==> src/rtl/yin_tau_search.sv <==
// YIN lag sweep: restarts the difference stage per lag, accumulates S(tau), and applies the division-free threshold test.
// Each lag costs LOAD + WAIT + EVAL cycles; WAIT waits for diff_ready with no timeout. YIN_LOCAL_MIN_EN extends the sweep to the local minimum.
module yin_tau_search #(
    parameter int INTERMEDIATE_DATA_WIDTH = 64,
    parameter int MIN_TAU                 = 1,
    parameter int MAX_TAU                 = 40,
    parameter int FRAC_BITS               = 8,
    parameter int THRESH                  = 26
) (
    input  logic                               clk,
    input  logic                               reset,
    input  logic                               start,
    output logic [5:0]                         diff_tau,
    output logic                               diff_reset,
    input  logic                               diff_ready,
    input  logic [INTERMEDIATE_DATA_WIDTH-1:0] diff_value,
    output logic                               busy,
    output logic                               done,
    output logic                               found,
    output logic [5:0]                         best_tau
);

    localparam int W  = INTERMEDIATE_DATA_WIDTH;
    localparam int SW = W + 6;
    localparam int CW = SW + FRAC_BITS + 1;

    typedef enum logic [2:0] {IDLE, LOAD, WAIT, EVAL, FINISH} state_t;

    state_t         state, state_nxt;
    logic [5:0]     cur_tau;
    logic [W-1:0]   d_reg;
    logic [SW-1:0]  s_acc;
    logic [SW-1:0]  s_new;
    logic [SW-1:0]  num_new;
    logic [CW-1:0]  lhs;
    logic [CW-1:0]  rhs;
    logic           cand;
    logic           last_tau;
    logic           adopt;
    logic           stop;

`ifdef YIN_LOCAL_MIN_EN
    localparam int PW = 2 * SW;
    logic [SW-1:0]  num_b;
    logic [SW-1:0]  den_b;
    logic [PW-1:0]  cross_new;
    logic [PW-1:0]  cross_b;
    logic           improves;
`endif

    // d*tau*2^F < THRESH*S is d'(tau) < THRESH/2^F without a divider
    always_comb begin
        s_new    = s_acc + SW'(d_reg);
        num_new  = SW'(d_reg) * SW'(cur_tau);
        lhs      = CW'(num_new) << FRAC_BITS;
        rhs      = CW'(THRESH) * CW'(s_new);
        cand     = lhs < rhs;
        last_tau = (cur_tau == 6'(MAX_TAU));
`ifdef YIN_LOCAL_MIN_EN
        cross_new = PW'(num_new) * PW'(den_b);
        cross_b   = PW'(num_b) * PW'(s_new);
        improves  = cross_new < cross_b;
        // found doubles as "a best fraction is stored"
        if (found) begin
            adopt = improves;
            stop  = !improves || last_tau;
        end else begin
            adopt = cand;
            stop  = last_tau;
        end
`else
        adopt = cand;
        stop  = cand || last_tau;
`endif
    end

    always_ff @(posedge clk) begin
        if (reset) state <= IDLE;
        else       state <= state_nxt;
    end

    always_comb begin
        state_nxt = state;
        case (state)
            IDLE:    if (start) state_nxt = LOAD;
            LOAD:    state_nxt = WAIT;
            WAIT:    if (diff_ready) state_nxt = EVAL;
            EVAL:    state_nxt = stop ? FINISH : LOAD;
            FINISH:  state_nxt = IDLE;
            default: state_nxt = IDLE;
        endcase
    end

    always_ff @(posedge clk) begin
        if (reset) begin
            s_acc    <= '0;
            cur_tau  <= '0;
            d_reg    <= '0;
            found    <= 1'b0;
            best_tau <= '0;
`ifdef YIN_LOCAL_MIN_EN
            num_b    <= '0;
            den_b    <= '0;
`endif
        end else begin
            case (state)
                IDLE: begin
                    if (start) begin
                        s_acc    <= '0;
                        cur_tau  <= 6'(MIN_TAU);
                        found    <= 1'b0;
                        best_tau <= '0;
                    end
                end
                WAIT: begin
                    if (diff_ready) d_reg <= diff_value;
                end
                EVAL: begin
                    s_acc <= s_new;
                    if (adopt) begin
                        found    <= 1'b1;
                        best_tau <= cur_tau;
`ifdef YIN_LOCAL_MIN_EN
                        num_b    <= num_new;
                        den_b    <= s_new;
`endif
                    end
                    if (!stop) cur_tau <= cur_tau + 6'd1;
                end
                default: ;
            endcase
        end
    end

    // diff_tau tracks cur_tau, which only moves in EVAL, so it is stable through WAIT
    assign diff_tau   = cur_tau;
    assign diff_reset = (state != WAIT);
    assign busy       = (state == LOAD) || (state == WAIT) || (state == EVAL);
    assign done       = (state == FINISH);

endmodule

==> config.mk <==
export PLATFORM = sky130hd
export DESIGN_NAME = yin_tau_search
export DESIGN_NICKNAME = d
export VERILOG_FILES = /design/src/rtl/yin_tau_search.sv
export SDC_FILE = /design/constraint.sdc
export NUM_CORES = 2
export LEC_CHECK = 0
export ABC_AREA = 1
export CAP_MARGIN = 10
export CORE_MARGIN = 2
export CORE_UTILIZATION = 36
export CTS_CLUSTER_DIAMETER = 200
export DETAILED_ROUTE_END_ITERATION = 12
export PLACE_DENSITY = 0.53
export SLEW_MARGIN = 20
export SYNTH_ARGS = -nofsm -noshare
export SYNTH_HDL_FRONTEND = slang
export SYNTH_SLANG_ARGS = --single-unit
==> constraint.sdc <==
create_clock -name clk -period 6.5 [get_ports clk]
set_clock_uncertainty 0.05 [all_clocks]
set_input_delay 0.65 -clock clk [delete_from_list [all_inputs] [get_ports clk]]
set_output_delay 0.65 -clock clk [all_outputs]
set_load 0.005 [all_outputs]
==> After elaboration in Yosys (flattened, before gate mapping) <==
Cells that the tools add are included.
{ "classes": {"addsub": 2, "multipliers": 2, "n_lt_le_gt_ge": 1, "n_eq_ne": 10, "muxes": 15, "n_reduce_logical": 10} }
{ "op_table": {"columns": ["op", "n"], "rows": [
  ["$pmux W70 S2", 1],
  ["$lt A78 B75 Y1", 1],
  ["$mul A4 B70 Y74 const A", 1],
  ["$add A70 B64 Y70", 1],
  ["$mul A64 B6 Y70", 1],
  ["$mux W70", 1],
  ["$mux W6", 4],
  ["$pmux W6 S2", 2],
  ["$pmux W3 S4", 1],
  ["$mux W3", 3],
  ["$ne A2 B2 Y1 const B", 4],
  ["$add A6 B1 Y6 const B", 1],
  ["$eq A3 B2 Y1 const B", 2],
  ["$eq A6 B6 Y1 const B", 1],
  ["$reduce_and A2 Y1", 3],
  ["$reduce_and A3 Y1", 2],
  ["$eq A3 B1 Y1 const B", 1],
  ["$eq A3 B3 Y1 const B", 1],
  ["$logic_not A3 Y1", 1],
  ["$logic_or A1 B1 Y1", 3],
  ["$ne A3 B2 Y1 const B", 1],
  ["$mux W1", 2],
  ["$pmux W1 S2", 1],
  ["$reduce_bool A2 Y1", 1]
]} }
{ "word_totals": {"reg_bits": 150, "input_bits": 68, "out_inout_bits": 16, "word_cells": 46} }

==> Longest topological paths before layout <==
{ "depth": {"depth_word": 6, "ltp_mapped": 53, "mapped_depth_nobuf": 53} }

==> Least setup slack after synthesis <==
Ideal clock, no wire load.
{ "synth_timing": {"path_type": "reg2reg", "start": "register d_reg[0]", "end": "register cur_tau[3], in the netlist diff_tau[3]", "setup_ps": 113, "arrival_ps": 6481, "required_ps": 6337, "slack_ps": -144, "stages_incl_launch_ff": 48, "path_buffers": 0, "period_less_slack_ps": 6644, "cell_sequence": "dfxtp_1 -> ha_1 -> fa_1 -> nand3_1 -> nand2_2 -> nand2_1 -> nand2_1 -> nand2_1 -> nand2_2 -> a21oi_4 -> o21ai_2 -> inv_2 -> o21ai_1 -> or2_2 -> nand2_1 -> inv_1 -> ha_1 -> inv_1 -> [... 12 more ...] -> xor2_1 -> ha_1 -> nand2_1 -> nor4_1 -> nor4b_1 -> nand2_1 -> nand2_1 -> nand2_1 -> nand2_1 -> nand2_1 -> nand2_1 -> nand2_4 -> nand2_4 -> nand2_4 -> nand2_4 -> nand2_4 -> nor2_1 -> nor2_1"} }
{ "synth_via": {"elab_chain_cells": 6, "word_cells_on_any_way": 7, "cone_classes": "add/sub: 1; mul: 2; order compare: 1; eq/ne: 1; reduce/logical: 2"} }
{ "synth_rtl": {"columns": ["element", "line_no", "rtl"], "rows": [
  ["from (decl)", "31", "logic [W-1:0] d_reg;"],
  ["from (signal assigned)", "116", "if (diff_ready) d_reg <= diff_value;"],
  ["$add A70 B64 Y70", "53", "s_new = s_acc + SW'(d_reg);"],
  ["$mul A4 B70 Y74", "56", "rhs = CW'(THRESH) * CW'(s_new);"],
  ["$lt A78 B75 Y1 (*)", "57", "cand = lhs < rhs;"],
  ["$logic_or A1 B1 Y1 (*)", "73", "stop = cand || last_tau;"],
  ["$ne A2 B2 Y1 (no source line) (*)", null, null],
  ["$reduce_and A3 Y1 (no source line) (*)", null, null],
  ["to (signal assigned)", "110", "cur_tau <= 6'(MIN_TAU);"],
  ["to (signal assigned)", "128", "if (!stop) cur_tau <= cur_tau + 6'd1;"],
  ["to (decl)", "30", "logic [5:0] cur_tau;"]
]} }
Every way passes the cells marked *; elsewhere a longest branch is shown, timed or not.
A chain may end at the register's enable or synchronous reset.

==> Final worst setup path <==
{ "layout_timing": {"start": "register d_reg[28]", "end": "register cur_tau[4], in the netlist diff_tau[4]"} }
The elaborated chain is that of the path after synthesis.

==> qor.yml <==
outcome:
  status: "complete, but fails checks"
  violations: "setup timing"
logic_synthesis:
  synth_edf_count: 0
  ys_seq_elements: 150
  async_flop_share_pct: 0
  synth_top_area_cell: "fa_1"
  avgSynthCellArea_sq_um: 6.615
  yosysUniqueCellTypes: 56
  syn-num-nets: 5527
  synth_common_cells: "nand2_1 (1073), inv_1 (1012), nor2_1 (520)"
  synth_flop_cell: "dfxtp_1"
  syn_inst: 4787
  synth_top_area_share_pct: 20.04
  ys_warn_count: 0
  netlist_area_sq_mm: 0.03166
  synth.area.top_cells: "fa_1 (20%), ha_1 (14%), nand2_1 (13%)"
  ys_seq_area_share_pct: 9.484
  yosysMostFrequentCell: "nand2_1"
critical_path:
  worstSetupPathType: "flip-flop to flip-flop"
  path_delay_family: "simple AND/OR/NAND/NOR gates"
  cp.required_ns: 6.90
  critPathCaptureType: "flip-flop"
  cp_data_arrival_time_ns: 7.33
  ff2ff_path_depth: 51
  setup.reg_to_reg.worst_slack_ns: -0.43
  crit_buf_inv: 16
  critPathMaxFanout: 5
  worstReg2RegStart: "d_reg[28]"
  cp_slowest_cell: "fa_1"
  crit_path_max_incr_delay_ns: 0.49
  startpoint_type: "flip-flop"
  cp_num_cells: 51
  crit_start: "d_reg[28]"
  r2r_end: "diff_tau[4]"
final_layout:
  nets: 6733
  design_area_sq_mm: 0.04713
  regArea_sq_mm: 0.003083
  largest_reg_flops: 70
  multi_input_area_sq_mm: 0.02798
  drive_gt1_share_pct: 32.88
  area_delta_synth_final_pct: 48.83
  fillCellCount: 8512
  utilization_pct: 54.15
floorplan:
  pin_count: 84
  start_util_pct: 36.39
  die_area_sq_mm: 0.09035
  die_h_microns: 300.6
  core_area_sq_mm: 0.08702
  die_w_microns: 300.6
  num_rows: 108
sta:
  post-route-period-util_pct: 106.6
  fin_setup_tns_ns: -5.489
  finalHoldViolations: 0
  min_period_ns: 6.927
  rsz0062_at_grt: "true"
  final_max_slew_viol_count: 0
  finalSetupViolations: 15
  worstMarginPinSlew_ns: 1.035
  slew_headroom_pct: 31.01
  fin_ws_ns: -0.4267
  hold_slack_ns: 0.4088
  max_freq_ghz: 0.1444
grt:
  grt-ovfl-total: 0
  grt_max_degree: 71
  grt_pass1_wl_microns: 191500
  antenna_found_initial: 2
  grt_usage_pct: 27.40
  grt_pass1_vias: 34900
power_and_ir_drop:
  share_seq_of_total_power_pct: 18.5
  p_leak_uw: 0.02411
  vdd_drop_max_mv: 0.2122
  p_switching_uw: 2607
  p_sw_share_pct: 45.86
  powerDensity_mw_per_mm2: 120.6
  p_int_uw: 3077
  pwr-share-clk_pct: 19.6
  pwr-share-comb_pct: 61.9
drt:
  first_pass_iters: 5
  route.detailed.drc: 0
  ant_nets: 0
  viasPerCell: 4.875
  drt_iter0_drc: 2046
  vias: 34920
  wl_microns: 123700
  wl_per_cell_microns: 17.27
clock_tree:
  clk_latency_ns: 0.53
  root_buffer: "clkbuf_16"
  cts_sinks: 150
  clk_pin_slew_ns: 0.09
  cts_hold_buf: 0
  cts_max_level: 4
  cts_max_path_buffers: 2
  cts_tree: "built"
  cts_made_buffers: 17
placed_design:
  portBuffers: 83
  pre_cts_ws_ns: -1.016
  hpwl_microns: 103800
  gp_congestion: 0.9531
  post_dp_cell_area_sq_mm: 0.04219
min_path:
  hold_end: "best_tau[5]"
  hp-start: "best_tau[5]"
  hold_class: "flip-flop to flip-flop"
  holdPathStages: 2
flow_run:
  cap_viol_max_count: 0
[what timing repair did]
item / CTS / global route
setup buffers: 58 / 38
endpoints found under the setup margin: 15 / 15
resized for setup: 465 / 372
endpoints found under the hold margin: 0 / 0
cloned: 1 / 0
pin swaps: 105 / 168
[worst min-delay path: stages, from the launching register on]
cell     delay, ns
dfxtp_1       0.31
nand2_1       0.05
a21oi_1       0.05
[metrics by stage]
stage          power [uW]  cells
4_1_cts              5493   7123
5_1_grt              6085   7161
3_3_place_gp         4036   7036
2_1_floorplan        2648   4787
6_report             5684   7163
3_5_place_dp         4048   7036
[layout make-up]
cell class | count | share of cell area (%)
Antenna cell | 2 | 0.01062
Clock buffer | 18 | 0.9319
Clock inverter | 14 | 0.3319
Inverter | 1023 | 8.164
Multi-Input combinational cell | 3520 | 59.38
Sequential cell | 150 | 6.542
Tap cell | 1155 | 3.067
Timing Repair Buffer | 1281 | 21.58
[power groups by stage]
| stage | registers [uW] | clock network, uW | logic, uW |
|---|---|---|---|
| 2_1_floorplan | 1050 | 0 | 1600 |
| 3_3_place_gp | 1060 | 0 | 2980 |
| 3_5_place_dp | 1060 | 0 | 2990 |
| 4_1_cts | 1050 | 1140 | 3300 |
| 5_1_grt | 1060 | 1170 | 3860 |
| 6_report | 1050 | 1120 | 3520 |
[metal layers]
metal	vias up	track usage (%)	wire length [microns]
met5	-	0	0
met4	0	7.143	3153
met3	130	3.232	6444
met2	785	44.27	55680
met1	16650	38.68	58410
li1	17350	-	-
[cells in the final DEF, fill, tap and decap left out, types with 71 or more instances in the layout]
cell                n
buf_4            1158
nand2_1           979
inv_1             948
nor2_1            423
fa_1              316
a21oi_1           299
ha_1              262
o21ai_0           142
a21oi_2           116
dfxtp_1           100
xor2_1             88
ha_4               87
nand2_2            86
clkdlybuf4s50_1    82
nand3_1            71
[cells by family after synthesis]
kind of cell    after synthesis  share of synthesized area (%)
simple gates               1810                          23.01
buf+inv                    1118                          13.28
fa+ha+maj                   672                          34.07
compound gates              858                          15.13
flops                       150                          9.484
xor+xnor                    179                          5.022
[worst max-delay path by stage]
stage / end
floorplan: diff_tau[3]
global placement: diff_tau[4]
detailed placement: diff_tau[4]
CTS: diff_tau[4]
global route: diff_tau[3]
finish: diff_tau[4]
Power figures use the tool's default switching activity.
